==> src/rtl/watch_pkg.sv <==
// rtl/watch_pkg.sv - state encoding, BCD field layout and preset validation for watch_ctrl
package watch_pkg;

  typedef enum logic [1:0] {
    ST_IDLE  = 2'b00,
    ST_RUN   = 2'b01,
    ST_PAUSE = 2'b10,
    ST_LOAD  = 2'b11
  } state_t;

  localparam int PRESET_BITS = 28;
  localparam int DISP_BITS   = 24;
  localparam int DIGIT_W     = 4;
  localparam int DIGIT_MAX   = 9;
  localparam int TENS_MAX    = 5;

  // Preset layout {min1,min0,sec1,sec0,ms2,ms1,ms0}
  localparam int PRE_MIN1_LSB = 24;
  localparam int PRE_MIN0_LSB = 20;
  localparam int PRE_SEC1_LSB = 16;
  localparam int PRE_SEC0_LSB = 12;
  localparam int PRE_MS2_LSB  = 8;
  localparam int PRE_MS1_LSB  = 4;
  localparam int PRE_MS0_LSB  = 0;

  // Display layout {min1,min0,sec1,sec0,ms2,ms1}
  localparam int DISP_MIN1_LSB = 20;
  localparam int DISP_MIN0_LSB = 16;
  localparam int DISP_SEC1_LSB = 12;
  localparam int DISP_SEC0_LSB = 8;
  localparam int DISP_MS2_LSB  = 4;
  localparam int DISP_MS1_LSB  = 0;

  // A preset is loadable only if every digit is BCD and the tens of minutes/seconds are 0..5
  function automatic logic preset_ok(input logic [PRESET_BITS-1:0] v);
    logic ok;
    ok = 1'b1;
    for (int i = 0; i < PRESET_BITS / DIGIT_W; i++) begin
      if (v[i*DIGIT_W +: DIGIT_W] > 4'(DIGIT_MAX)) ok = 1'b0;
    end
    if (v[PRE_MIN1_LSB +: DIGIT_W] > 4'(TENS_MAX)) ok = 1'b0;
    if (v[PRE_SEC1_LSB +: DIGIT_W] > 4'(TENS_MAX)) ok = 1'b0;
    return ok;
  endfunction

endpackage

==> src/rtl/key_debounce.sv <==
// rtl/key_debounce.sv - push-button synchronizer, stable-level counter and press pulse
module key_debounce #(
  parameter int DEBOUNCE_MS = 20
) (
  input  logic clk,
  input  logic rst_n,
  input  logic i_key,
  output logic o_evt
);

  localparam int CW = $clog2(DEBOUNCE_MS + 1);
  localparam logic [CW-1:0] CNT_LAST = CW'(DEBOUNCE_MS - 1);

  logic          r_sync0;
  logic          r_sync1;
  logic          r_level;
  logic          r_armed;
  logic [CW-1:0] r_cnt;
  logic          w_differs;

  // Until armed, the counter qualifies a release: a key held across reset must be let go first
  assign w_differs = r_armed ? (r_sync1 != r_level) : !r_sync1;

  // Press event fires in the last cycle of a qualified high run, one cycle before the level flips
  assign o_evt = r_armed && r_sync1 && !r_level && (r_cnt == CNT_LAST);

  // Two-flop synchronizer for the asynchronous key
  always_ff @(posedge clk or negedge rst_n) begin
    if (!rst_n) begin
      r_sync0 <= 1'b0;
      r_sync1 <= 1'b0;
    end else begin
      r_sync0 <= i_key;
      r_sync1 <= r_sync0;
    end
  end

  // Accept a level change only after DEBOUNCE_MS consecutive differing cycles
  always_ff @(posedge clk or negedge rst_n) begin
    if (!rst_n) begin
      r_level <= 1'b0;
      r_armed <= 1'b0;
      r_cnt   <= '0;
    end else if (!w_differs) begin
      r_cnt <= '0;
    end else if (r_cnt == CNT_LAST) begin
      r_cnt <= '0;
      if (r_armed) r_level <= r_sync1;
      else         r_armed <= 1'b1;
    end else begin
      r_cnt <= r_cnt + 1'b1;
    end
  end

endmodule

==> src/rtl/watch_ctrl.sv <==
// rtl/watch_ctrl.sv - stopwatch control FSM with key debounce and preset checks; lap freeze under WATCH_LAP_EN
module watch_ctrl
  import watch_pkg::*;
#(
  parameter int DEBOUNCE_MS = 20,
  parameter int PRESET_W    = PRESET_BITS,
  parameter int DISP_W      = DISP_BITS
) (
  input  logic                clk_1Khz,
  input  logic                rst,
  input  logic                key_ss,
  input  logic                key_clr,
  input  logic                key_lap,
  input  logic                set_valid,
  input  logic [PRESET_W-1:0] set_value,
  input  logic [DISP_W-1:0]   cnt_dispbuf,
  output logic                en,
  output logic                load,
  output logic [PRESET_W-1:0] preset,
  output logic [DISP_W-1:0]   disp_out,
  output logic [1:0]          state,
  output logic                set_err,
  output logic                lap_hold
);

  state_t              r_state;
  logic                r_en;
  logic                r_load;
  logic                r_set_err;
  logic [PRESET_W-1:0] r_preset;

  logic w_ss_evt;
  logic w_clr_evt;
  logic w_stopped;
  logic w_take_clr;
  logic w_take_ss;
  logic w_take_set;
  logic w_bad_set;
  logic w_preset_ok;

  key_debounce #(.DEBOUNCE_MS(DEBOUNCE_MS)) u_db_ss (
    .clk(clk_1Khz), .rst_n(rst), .i_key(key_ss), .o_evt(w_ss_evt)
  );

  key_debounce #(.DEBOUNCE_MS(DEBOUNCE_MS)) u_db_clr (
    .clk(clk_1Khz), .rst_n(rst), .i_key(key_clr), .o_evt(w_clr_evt)
  );

  // Clear beats start/stop beats preset; losers are simply dropped
  assign w_preset_ok = preset_ok(set_value);
  assign w_stopped   = (r_state == ST_IDLE) || (r_state == ST_PAUSE);
  assign w_take_clr  = w_stopped && w_clr_evt;
  assign w_take_ss   = w_stopped && !w_clr_evt && w_ss_evt;
  assign w_take_set  = w_stopped && !w_clr_evt && !w_ss_evt && set_valid && w_preset_ok;
  assign w_bad_set   = w_stopped && !w_clr_evt && !w_ss_evt && set_valid && !w_preset_ok;

  assign en      = r_en;
  assign load    = r_load;
  assign preset  = r_preset;
  assign state   = r_state;
  assign set_err = r_set_err;

  // Main control FSM with registered en/load/preset/set_err
  always_ff @(posedge clk_1Khz or negedge rst) begin
    if (!rst) begin
      r_state   <= ST_IDLE;
      r_en      <= 1'b0;
      r_load    <= 1'b0;
      r_set_err <= 1'b0;
      r_preset  <= '0;
    end else begin
      r_load    <= 1'b0;
      r_set_err <= w_bad_set;
      case (r_state)
        ST_IDLE, ST_PAUSE: begin
          if (w_take_clr) begin
            r_preset <= '0;
            r_load   <= 1'b1;
            r_en     <= 1'b0;
            r_state  <= ST_LOAD;
          end else if (w_take_ss) begin
            r_en    <= 1'b1;
            r_state <= ST_RUN;
          end else if (w_take_set) begin
            r_preset <= set_value;
            r_load   <= 1'b1;
            r_en     <= 1'b0;
            r_state  <= ST_LOAD;
          end
        end
        ST_RUN: begin
          if (w_ss_evt) begin
            r_en    <= 1'b0;
            r_state <= ST_PAUSE;
          end
        end
        default: begin
          r_en    <= 1'b0;
          r_state <= ST_IDLE;
        end
      endcase
    end
  end

`ifdef WATCH_LAP_EN
  logic              w_lap_evt;
  logic              r_lap_hold;
  logic [DISP_W-1:0] r_lap;

  key_debounce #(.DEBOUNCE_MS(DEBOUNCE_MS)) u_db_lap (
    .clk(clk_1Khz), .rst_n(rst), .i_key(key_lap), .o_evt(w_lap_evt)
  );

  assign lap_hold = r_lap_hold;
  assign disp_out = r_lap_hold ? r_lap : cnt_dispbuf;

  // Lap freeze: toggled in RUN, released in PAUSE, dropped by clear or any load
  always_ff @(posedge clk_1Khz or negedge rst) begin
    if (!rst) begin
      r_lap_hold <= 1'b0;
      r_lap      <= '0;
    end else if (w_clr_evt || w_take_set) begin
      r_lap_hold <= 1'b0;
    end else if ((r_state == ST_RUN) && w_lap_evt) begin
      r_lap_hold <= !r_lap_hold;
      if (!r_lap_hold) r_lap <= cnt_dispbuf;
    end else if ((r_state == ST_PAUSE) && w_lap_evt && r_lap_hold) begin
      r_lap_hold <= 1'b0;
    end
  end
`else
  logic w_unused_key_lap;

  assign w_unused_key_lap = key_lap;
  assign lap_hold         = 1'b0;
  assign disp_out         = cnt_dispbuf;
`endif

endmodule

==> config.mk <==
export PLATFORM = sky130hd
export DESIGN_NAME = watch_ctrl
export DESIGN_NICKNAME = d
export VERILOG_FILES = /design/src/rtl/watch_pkg.sv /design/src/rtl/key_debounce.sv /design/src/rtl/watch_ctrl.sv
export SDC_FILE = /design/constraint.sdc
export NUM_CORES = 1
export LEC_CHECK = 0
export BUFFER_PORTS_ARGS = -buffer_cell sky130_fd_sc_hd__buf_2
export CORE_UTILIZATION = 49
export DETAILED_ROUTE_END_ITERATION = 16
export PLACE_DENSITY = 0.89
export SLEW_MARGIN = 20
export SYNTH_ARGS = -nofsm -noshare
export SYNTH_HDL_FRONTEND = slang
export SYNTH_SLANG_ARGS = --single-unit
export TNS_END_PERCENT = 30
==> constraint.sdc <==
create_clock -name clk_1Khz -period 3.7 [get_ports clk_1Khz]
set_clock_uncertainty 0.05 [all_clocks]
set_input_delay 0.37 -clock clk_1Khz [delete_from_list [all_inputs] [get_ports clk_1Khz]]
set_output_delay 0.37 -clock clk_1Khz [all_outputs]
set_load 0.01 [all_outputs]
==> results of run 1 <==
[report_power, final]
part	internal (µW)	switching, µW
sequential	611	42.5
combinational	90.7	83.7
clock	198	169
total	900	295
[per-stage QoR]
step                      setup WS [ns]  power (µW)  instance area, µm²  cells  hold WS (ns)
after floorplan                    1.94         777                2260    190        0.0244
after global placement             1.68         834                2430    278         0.285
after detailed placement           1.66         841                2430    278         0.289
after CTS                          1.76        1210                2530    285         0.120
after global routing               1.64        1260                2530    285        0.0715
final                              1.78        1200                2530    285        0.0218
[per-layer routing]
metal | share of wire | up-vias | track usage
met5 | 0 | - | 0
met4 | 0.017 | 0 | 0.0822
met3 | 0.062 | 13 | 0.0563
met2 | 0.46 | 55 | 0.250
met1 | 0.46 | 719 | 0.235
li1 | - | 731 | -
[logic make-up (layout without fill, tap and decap cells)]
family / count (synthesis) / count (layout) / share of synthesized area
flip-flops: 51 / 51 / 0.564
AO/OA/AOI/OAI: 46 / 46 / 0.156
AND/OR/NAND/NOR: 46 / 46 / 0.120
buffers and inverters: 36 / 79 / 0.115
XOR/XNOR: 6 / 6 / 0.0232
adder cells (fa/ha/maj): 2 / 2 / 0.0110
multiplexers: 2 / 2 / 0.00994
other: 1 / 1 / 0.00166
[worst max-delay path, stage by stage (launching register included)]
cell and delay (ns):
dfrtp_1 0.40, ha_1 0.27, nand4bb_2 0.17, o21ai_1 0.12
nor3_2 0.17, nor3b_4 0.20, buf_4 0.29, a22o_1 0.19
[final cells by class]
class,instances,share of cell area
Timing Repair Buffer,67,0.135
Sequential cell,51,0.504
Tap cell,52,0.0257
Inverter,5,0.00741
Clock inverter,1,0.0119
Clock buffer,6,0.0286
Multi-Input combinational cell,103,0.287
[cells in the final DEF, fill, tap and decap left out, types with 3 or more instances in the layout]
cell type / n
buf_2: 64
dfrtp_1: 51
a22o_1: 26
nor2_1: 13
nand2_1: 8
o21ai_0: 8
clkbuf_8: 5
inv_1: 4
xnor2_1: 4
nand3_1: 4
nand2b_1: 3
a21oi_1: 3
nor4_1: 3
buf_4: 3
[worst paths after layout]
kind / start / end / slack, ns / depth (start not counted)
worst max-delay path: u_db_ss.r_cnt[0]$_DFF_PN0_ / preset[4]$_DFFE_PN0P_ / 1.78 / 7
worst min-delay path: rst / u_db_clr.r_armed$_DFFE_PN0P_ / 0.02 / 1
worst max register to register: u_db_ss.r_cnt[0]$_DFF_PN0_ / preset[4]$_DFFE_PN0P_ / 1.78 / 7
worst min register to register: u_db_clr.r_sync0$_DFF_PN0_ / u_db_clr.r_sync1$_DFF_PN0_ / 0.31 / 0
max in group asynchronous: rst / preset[2]$_DFFE_PN0P_ / 3.16 / 1
min in group clk_1Khz: key_clr / u_db_clr.r_sync0$_DFF_PN0_ / 0.13 / 1
[state kept, by name, indices dropped and copies added (netlist names), 2 cells and up]
name / count
state: 2
u_db_clr.r_cnt: 5
preset: 28
u_db_ss.r_cnt: 5
[cells in the mapped netlist, types with 2 or more instances]
library cell and number:
a21oi_1 3, a22o_1 26, and2_1 2, buf_4 25, buf_6 4, dfrtp_1 51, ha_1 2, inv_1 4
mux2_2 2, nand2_1 8, nand2b_1 3, nand3_1 4, nand3b_1 2, nor2_1 13, nor3_1 2, nor4_1 3
o21ai_0 8, xnor2_1 4, xor2_1 2
==> key figures, run 1 <==
Timing
  – Setup TNS: 0 ns
  – Tcrit/Tclk final: 0.518
  – Worst-margin pin slew: 0.609 ns
  – Max Transition Viols Final: 0
  – Worst slew margin: 0.594
  – Final hold vios: 0
  – Fmax: 522 MHz
  – Crit path time final: 1.92 ns
  – Setup violations, final: 0
  – Unrepaired setup endpoints after global routing: no

Worst setup path
  – Critical path arrival: 2.10 ns
  – Class of the most critical setup path: flip-flop to flip-flop
  – CP Launch Type: flip-flop
  – Required @ worst endpoint: 3.89 ns
  – CP Capture Type: flip-flop
  – Largest fanout on the critical path: 26

Yosys
  – Sequential share of the synthesized area: 0.564
  – Async S/R FF share, synth: 1.00
  – FF+latch count, synth: 51
  – Synth Flop Type: dfrtp_1
  – Synth top area share: 0.564
  – Cell type with the largest total area after synthesis: dfrtp_1
  – Mapped Cells: 190
  – Post-synth cell types: 41
  – Synthesized area: 2260 µm²
  – Total nets after synthesis: 250
  – Yosys warnings: 0
  – Most area-consuming cells after synthesis: dfrtp_1 56%, a22o_1 10%, buf_4 8.3%
  – EDFF count, synth: 0
  – Syn_area_per_cell: 11.9 µm²

CTS
  – Clock Path Buffers: 2
  – H-tree levels: 2
  – CTS tree: done
  – Hold Buf Count CTS: 0
  – Buffer count from post-CTS setup fixing: 0
  – Later-pin clock latency in the skew report: 0.30 ns
  – Root Driver: clkbuf_8
  – CTS-repair resized insts: 0
  – Clock Pin Slew Worst Setup and Hold Paths: 0.08 ns
  – CTS sink cnt: 51
  – CTS Buf Count: 5

Route
  – Vias: 1518
  – First-pass detailed-route iteration total: 4
  – Iter 0 DRT Violations: 96
  – ANT nets after route: 0
  – DRC errors left: 0
  – DR WL/cell: 13.7 µm
  – Post-Route WL: 3.90 mm
  – Mean number of vias per cell: 5.33

Global routing
  – Gr ovfl total: 0
  – Initial antenna violation count: 0
  – First-pass GRT wire length: 6.55 mm
  – Largest net degree at the start of global routing: 52
  – Overall routing resource usage: 0.173
  – Vias in the first global route: 1428

Placement
  – RD Place Congestion: 0.692
  – DP HPWL: 2.80 mm
  – Port Buffer Count: 65

Cells and area
  – Final #Nets: 293
  – Final core occ: 0.578
  – Fillers: 363
  – Number of diodes: 0
  – Area delta synth->final: 11.9%
  – Layout cells sized above 1: 0.356
  – Storage cell area: 1280 µm²
  – Multi-input logic area: 728 µm²

Worst hold path
  – Worst hold path type: primary input to async pin

Outcome
  – Status: complete, no violations

Floorplanning
  – Die Wd: 70.0 µm
  – Rows: 24
  – Full die area: 4900 µm²
  – Initial core utilization: 0.517
  – Top Ports: 116
  – Total core area: 4380 µm²
  – Chip Height: 70.0 µm

Pwr
  – Pwr dens: 472 nW/µm²
  – Leakage: 0.00128 µW
  – Peak VDD IR: 0.000310 V

Job
  – Max_cap viols: 0
Power figures use the tool's default switching activity.
==> run 2, diff against run 1 <==
Settings changed: ABC_AREA set to 1, CORE_UTILIZATION 49 to 47, PLACE_DENSITY 0.89 to 0.84.
Clock period 3.7 ns to 1.78 ns, I/O delays scaled along.
==> key figures, run 2 <==
Timing
  – Setup TNS: 0 ns (unchanged)
  – Final hold vios: 0 (unchanged)
  – Fmax: 589 MHz (was 522 MHz)
  – Unrepaired setup endpoints after global routing: yes (was no)
  – Crit path time final: 1.70 ns (was 1.92 ns)
  – WHS: 0.0798 ns (was 0.0218 ns)
  – Max Transition Viols Final: 0 (unchanged)
  – Worst slew margin: 0.596 (was 0.594)
  – Setup violations, final: 0 (unchanged)
  – Tcrit/Tclk final: 0.954 (was 0.518)
  – Final setup margin: 0.0822 ns (was 1.78 ns)
  – Worst-margin pin slew: 0.607 ns (was 0.609 ns)

CTS
  – H-tree levels: 2 (unchanged)
  – Clock Path Buffers: 2 (unchanged)
  – CTS sink cnt: 51 (unchanged)
  – CTS tree: done (unchanged)
  – CTS Buf Count: 5 (unchanged)
  – Root Driver: clkbuf_8 (unchanged)
  – Clock Pin Slew Worst Setup and Hold Paths: 0.09 ns (was 0.08 ns)
  – Later-pin clock latency in the skew report: 0.30 ns (about the same)

Pwr
  – Sw Pwr: 440 µW (was 295 µW)
  – Leakage: 0.00164 µW (was 0.00128 µW)
  – Pwr dens: 655 nW/µm² (was 472 nW/µm²)
  – Sw Share: 0.225 (was 0.247)
  – Flop pwr share: 0.609 (was 0.547)
  – Internal: 1510 µW (was 900 µW)
  – Clk network pwr share: 0.321 (was 0.307)
  – Peak VDD IR: 0.000328 V (was 0.000310 V)
  – Gate power share: 0.070 (was 0.146)

Worst setup path
  – Most frequent CP cell: nand3_4
  – Required @ worst endpoint: 1.92 ns (was 3.89 ns)
  – CP Capture Type: flip-flop (unchanged)
  – Slowest-stage cell, CP: dfrtp_1 (unchanged)
  – Flop-to-flop setup slack: 0.08 ns (was 1.78 ns)
  – Critical path arrival: 1.84 ns (was 2.10 ns)
  – Class of the most critical setup path: flip-flop to flip-flop (unchanged)
  – Largest fanout on the critical path: 7 (was 26)
  – Worst path cell trace: ha_4, inv_1, nor2_4, nand3_4, nand3_4, nor2_8, buf_4, nand2_4, nand3_2, nand2_1 (was ha_1, nand4bb_2, o21ai_1, nor3_2, nor3b_4, buf_4, a22o_1)
  – Slowest cell delay on critical path: 0.43 ns (was 0.40 ns)
  – CP Launch Type: flip-flop (unchanged)

Cells and area
  – Most common cell after layout, fill and taps aside: buf_2 (unchanged)
  – Layout cells sized above 1: 0.340 (was 0.356)
  – Non-Filler Instances: 394 (was 285)
  – Commonest non-fill, non-tap cells in the layout: 65 x buf_2, 55 x nand2_1, 51 x dfrtp_1, 26 x nand4_1, 24 x nand3_1 (was 64 x buf_2, 51 x dfrtp_1, 26 x a22o_1, 13 x nor2_1)
  – Number of diodes: 0 (unchanged)
  – Max reg flops: 28 (unchanged)
  – Area delta synth->final: 17.5% (was 11.9%)
  – Final #Nets: 383 (was 293)

Yosys
  – Synth Flop Type: dfrtp_1 (unchanged)
  – Compound-gate portion of the synthesized area: 0.0227 (was 0.156)
  – FF+latch count, synth: 51 (unchanged)
  – Post-synth cell types: 28 (was 41)
  – Mapped Cells: 269 (was 190)
  – Cell type with the largest total area after synthesis: dfrtp_1 (unchanged)
  – Synth Area in Simple Gates: 0.313 (was 0.120)
  – Synth top area share: 0.503 (was 0.564)
  – Most area-consuming cells after synthesis: dfrtp_1 50%, buf_4 8.3%, nand2_1 8.3% (was dfrtp_1 56%, a22o_1 10%, buf_4 8.3%)
  – Largest family of logic cells by synthesized area: simple AND/OR/NAND/NOR gates (was compound AO/OA/AOI/OAI gates)
  – Synthesized area: 2540 µm² (was 2260 µm²)
  – EDFF count, synth: 0 (unchanged)
  – Total nets after synthesis: 329 (was 250)
  – Async S/R FF share, synth: 1.00 (unchanged)
  – Top-count cell post-synth: nand2_1 (was dfrtp_1)
  – Adder-Cell Fraction of Synth Area: 0.00987 (was 0.0110)
  – Post-synthesis mux area share: 0 (was 0.00994)
  – Yosys warnings: 0 (unchanged)
  – Sequential share of the synthesized area: 0.503 (was 0.564)
  – Syn_area_per_cell: 9.43 µm² (was 11.9 µm²)
  – List of most frequent post-synthesis cells: 56 x nand2_1, 51 x dfrtp_1, 28 x buf_4, 26 x nand4_1, 24 x nand3_1 (was 51 x dfrtp_1, 26 x a22o_1, 25 x buf_4, 13 x nor2_1)
  – XOR/XNOR Fraction of Synth Area: 0.0207 (was 0.0232)

Global routing
  – Largest net degree at the start of global routing: 54 (was 52)
  – Overall routing resource usage: 0.184 (was 0.173)
  – First-pass GRT wire length: 7.77 mm (was 6.55 mm)
  – Gr ovfl total: 0 (unchanged)
  – Vias in the first global route: 1747 (was 1428)
  – Initial antenna violation count: 0 (unchanged)

Route
  – DR WL/cell: 13.1 µm (was 13.7 µm)
  – Post-Route WL: 5.17 mm (was 3.90 mm)
  – DRC errors left: 0 (unchanged)
  – Mean number of vias per cell: 5.09 (was 5.33)
  – Iter 0 DRT Violations: 114 (was 96)
  – Vias: 2006 (was 1518)
  – First-pass detailed-route iteration total: 4 (unchanged)
  – ANT nets after route: 0 (unchanged)

Placement
  – Placement Setup Slack: 0.00476 ns (was 1.66 ns)
  – Cells after DPL: 374 (was 278)
  – DP HPWL: 3.62 mm (was 2.80 mm)
  – Port Buffer Count: 65 (unchanged)
  – RD Place Congestion: 0.785 (was 0.692)

Floorplanning
  – Full die area: 5690 µm² (was 4900 µm²)
  – Chip Height: 75.5 µm (was 70.0 µm)
  – Total core area: 5140 µm² (was 4380 µm²)
  – Die Wd: 75.5 µm (was 70.0 µm)
  – Rows: 26 (was 24)
  – Top Ports: 116 (unchanged)
  – Initial core utilization: 0.493 (was 0.517)

Job
  – Max_cap viols: 0 (unchanged)

Outcome
  – Status: complete, no violations (unchanged)

Worst hold path
  – Worst hold path type: primary input to flip-flop (was primary input to async pin)
==> run 2: cell count changes after synthesis, moves of 8 or more <==
| cell | before | now |
|---|---|---|
| inv_1 | 4 | 13 |
| nand4_1 | 1 | 26 |
| nor2_1 | 13 | 21 |
| nand3_2 | 1 | 12 |
| a22o_1 | 26 | 0 |
| nand3_1 | 4 | 24 |
| nand2_1 | 8 | 56 |
==> run 2: worst paths after layout <==
kind                                                 start                         end  cells after the start
max in group asynchronous                              rst      preset[26]$_DFFE_PN0P_                      3
min in group asynchronous                              rst  u_db_clr.r_sync1$_DFF_PN0_                      2
worst min-delay path                          set_value[4]       preset[4]$_DFFE_PN0P_                      3
worst max register to register  u_db_ss.r_cnt[1]$_DFF_PN0_      preset[13]$_DFFE_PN0P_                     10
worst min register to register  u_db_clr.r_sync0$_DFF_PN0_  u_db_clr.r_sync1$_DFF_PN0_                      0
worst max-delay path            u_db_ss.r_cnt[1]$_DFF_PN0_      preset[13]$_DFFE_PN0P_                     10
==> run 2: cells by family after synthesis <==
kind of cell | after synthesis
simple gates | 148
buf+inv | 51
flops | 51
compound gates | 10
xor+xnor | 6
fa+ha+maj | 2
other cells | 1
==> run 2: per-stage QoR <==
stage | total power (µW) | util | area [µm²]
after detailed placement | 1330 | 0.535 | 2750
after global placement | 1330 | 0.535 | 2750
final | 1950 | 0.580 | 2980
after global routing | 2040 | 0.580 | 2980
after floorplan | 1310 | - | 2540
after CTS | 1960 | 0.557 | 2860
==> run 2: power groups by stage <==
stage                     sequential [µW]  clock (µW)  combinational, µW
after detailed placement             1210           0                123
after CTS                            1190         647                129
final                                1190         627                136
after global routing                 1190         697                157
after floorplan                      1210           0                100
after global placement               1210           0                121
==> run 2: area by class of cell <==
cell class / instances / area [µm²]
Sequential cell: 51 / 1280
Clock buffer: 7 / 76.3
Timing Repair Buffer: 81 / 478
Multi-Input combinational cell: 169 / 1000
Inverter: 15 / 56.3
Clock inverter: 1 / 5.00
Fill cell: 472 / 2160
Tap cell: 70 / 87.6
==> run 2: routing by layer <==
metal,routed length (µm),part of all wire,track usage,vias to the layer above
li1,-,-,-,987
met1,2310,0.45,0.235,942
met2,2470,0.48,0.296,67
met3,298,0.058,0.0463,10
met4,93,0.018,0.0823,0
met5,0,0,0,-
==> run 2: timing repair <==
action / CTS / global route
gates resized for setup: 2 / 7
hold buffers: 3 / 0
hold endpoints to repair: 27 / 0
setup buffers: 0 / 7
endpoints found under the setup margin: 3 / 31
pin swaps: 0 / 6
cloned: 0 / 2
==> run 2: worst max-delay path, delay by kind of cell, from the launching register on <==
kind,cells,cell delay [ns]
buf+inv,2,0.26
simple gates,7,0.66
fa+ha+maj,1,0.19
flops,1,0.43
==> run 3, diff against run 2 <==
Settings changed: CORE_MARGIN set to 2, PLACE_DENSITY 0.84 to 0.85.
==> key figures, run 3 (same netlist as run 2, synthesis figures left out) <==
Floorplanning
  – Chip Height: 77.5 µm (was 75.5 µm)
  – Full die area: 6000 µm² (was 5690 µm²)
  – Top Ports: 116 (unchanged)
  – Total core area: 5170 µm² (was 5140 µm²)
  – Die Wd: 77.5 µm (was 75.5 µm)
  – Initial core utilization: 0.490 (was 0.493)
  – Rows: 26 (unchanged)

Worst setup path
  – Slowest cell delay on critical path: 0.41 ns (was 0.43 ns)
  – Worst r2r dst: preset[26]$_DFFE_PN0P_ (was preset[13]$_DFFE_PN0P_)
  – CP Capture Type: flip-flop (unchanged)
  – Critical path arrival: 1.93 ns (was 1.84 ns)
  – Flop-to-flop setup slack: 0.007 ns (was 0.08 ns)
  – Worst r2r src: u_db_clr.r_cnt[0]$_DFF_PN0_ (was u_db_ss.r_cnt[1]$_DFF_PN0_)
  – Worst path cell trace: ha_2, nand2_1, nor2_4, nand2_4, nand3_4, nor2_8, buf_12, clkbuf_16, nand4_1, nand2_1 (was ha_4, inv_1, nor2_4, nand3_4, nand3_4, nor2_8, buf_4, nand2_4, nand3_2, nand2_1)
  – Class of the most critical setup path: flip-flop to flip-flop (unchanged)
  – Most frequent CP cell: nand2_1 (was nand3_4)
  – CP Launch Type: flip-flop (unchanged)
  – R2R cell count: 10 (unchanged)
  – Slowest-stage cell, CP: dfrtp_1 (unchanged)
  – Required @ worst endpoint: 1.94 ns (was 1.92 ns)
  – Largest fanout on the critical path: 9 (was 7)

Route
  – Highest metal used: met4 (unchanged)
  – Mean number of vias per cell: 5.20 (was 5.09)
  – Post-Route M1 WL: 2.45 mm (was 2.31 mm)
  – DR WL/cell: 14.7 µm (was 13.1 µm)
  – First-pass detailed-route iteration total: 4 (unchanged)
  – WL met3: 401 µm (was 298 µm)
  – DRC errors left: 0 (unchanged)
  – Post-Route WL: 5.78 mm (was 5.17 mm)
  – Iter 0 DRT Violations: 182 (was 114)
  – Vias: 2049 (was 2006)
  – WL met2: 2.79 mm (was 2.47 mm)
  – ANT nets after route: 0 (unchanged)

Timing
  – Final hold vios: 0 (unchanged)
  – Final setup margin: 0.00735 ns (was 0.0822 ns)
  – Max Transition Viols Final: 0 (unchanged)
  – Setup violations, final: 0 (unchanged)
  – Fmax: 564 MHz (was 589 MHz)
  – Tcrit/Tclk final: 0.996 (was 0.954)
  – Crit path time final: 1.77 ns (was 1.70 ns)

Worst hold path
  – Worst hold path type: primary input to flip-flop (unchanged)
  – Hold Path Stages: 3 (unchanged)
  – Hold Startpoint: set_value[0] (was set_value[4])
  – Hold EP: preset[0]$_DFFE_PN0P_ (was preset[4]$_DFFE_PN0P_)

Job
  – Max_cap viols: 0 (unchanged)

Pwr
  – Peak VDD IR: 0.000288 V (was 0.000328 V)
  – Leakage: 0.00165 µW (was 0.00164 µW)
  – Pwr dens: 655 nW/µm² (about the same)

Global routing
  – Vias in the first global route: 1889 (was 1747)
  – Gr ovfl total: 0 (unchanged)
  – First-pass GRT wire length: 8.74 mm (was 7.77 mm)
  – Largest net degree at the start of global routing: 35 (was 54)
  – Overall routing resource usage: 0.184 (about the same)
  – Initial antenna violation count: 0 (unchanged)

Cells and area
  – Commonest non-fill, non-tap cells in the layout: 65 x buf_2, 56 x nand2_1, 51 x dfrtp_1, 26 x nand4_1, 24 x nand3_1 (was 65 x buf_2, 55 x nand2_1, 51 x dfrtp_1, 26 x nand4_1, 24 x nand3_1)
  – Most common cell after layout, fill and taps aside: buf_2 (unchanged)
  – Final #Nets: 383 (unchanged)
  – Area delta synth->final: 18.9% (was 17.5%)
  – Final core occ: 0.583 (was 0.580)
  – Max reg flops: 28 (unchanged)
  – Layout cells sized above 1: 0.346 (was 0.340)
  – Number of diodes: 0 (unchanged)
  – Storage cell area: 1280 µm² (unchanged)
  – Non-Filler Instances: 394 (unchanged)
  – Fillers: 439 (was 472)
  – Multi-input logic area: 998 µm² (was 1000 µm²)

CTS
  – Clock Pin Slew Worst Setup and Hold Paths: 0.09 ns (about the same)
  – Root Driver: clkbuf_8 (unchanged)
  – CTS tree: done (unchanged)
  – CTS Buf Count: 5 (unchanged)
  – Later-pin clock latency in the skew report: 0.31 ns (was 0.30 ns)
  – H-tree levels: 2 (unchanged)
  – Clock Path Buffers: 2 (unchanged)
  – CTS sink cnt: 51 (unchanged)

Placement
  – DP HPWL: 3.86 mm (was 3.62 mm)
  – Placement Setup Slack: 0.0315 ns (was 0.00476 ns)
  – Cells after DPL: 376 (was 374)
  – RD Place Congestion: 0.781 (was 0.785)
  – Port Buffer Count: 65 (unchanged)

Outcome
  – Status: complete, no violations (unchanged)
==> run 3: cell types whose count changed in the layout (fill, tap and decap cells not counted), sizes merged <==
cell / delta
clkinv: +2
buf: -2
==> run 3: worst max path at each step <==
| stage | start | end |
|---|---|---|
| finish | u_db_clr.r_cnt[0]$_DFF_PN0_ | preset[26]$_DFFE_PN0P_ |
| floorplan | u_db_ss.r_cnt[0]$_DFF_PN0_ | preset[10]$_DFFE_PN0P_ |
| detailed placement | u_db_clr.r_cnt[0]$_DFF_PN0_ | preset[19]$_DFFE_PN0P_ |
| global placement | u_db_clr.r_cnt[0]$_DFF_PN0_ | preset[19]$_DFFE_PN0P_ |
| CTS | u_db_clr.r_cnt[0]$_DFF_PN0_ | preset[19]$_DFFE_PN0P_ |
| global route | u_db_clr.r_cnt[0]$_DFF_PN0_ | preset[26]$_DFFE_PN0P_ |
==> run 3: layer usage <==
layer,GRT usage,vias to the layer above
met5,0,-
met3,0.0547,17
met4,0.0750,0
met1,0.220,970
met2,0.311,76
li1,-,986
==> run 3: area by class of cell <==
cell class                 count  share of cell area
clock buffer                   5              0.0228
tap                           70              0.0290
clock inverter                 3             0.00498
sequential                    51               0.423
timing repair buffer          81               0.170
inverter                      15              0.0187
multi-input combinational    169               0.331
==> run 3: critical path, delay by kind of cell, from the launching register on <==
kind	cells	cell delay, ns
buffers and inverters	2	0.30
AND/OR/NAND/NOR	7	0.67
flip-flops	1	0.41
adder cells (fa/ha/maj)	1	0.23
==> run 3: repair_timing <==
action                                  in CTS  in global routing
buffers inserted                             0                  3
hold endpoints to repair                    53                  0
hold buffers                                 3                  0
resized for setup                            0                 12
endpoints found under the setup margin       0                 31
==> run 3: where the power goes <==
group	total, µW	internal [µW]	switching (µW)
registers	1190	1170	15.1
clock network	648	270	379
logic	136	59.5	76.5
total	1970	1500	470
==> run 3: through the flow <==
| stage | setup TNS, ns | cell area, µm² | hold WS, ns | power [µW] |
|---|---|---|---|---|
| after detailed placement | 0 | 2740 | 0.153 | 1330 |
| after CTS | 0 | 2850 | 0.0706 | 1980 |
| after global routing | -0.786 | 3020 | 0.0684 | 2080 |
| final | 0 | 3020 | 0.0704 | 1970 |
| after global placement | 0 | 2740 | 0.150 | 1330 |
| after floorplan | 0 | 2540 | -0.168 | 1310 |
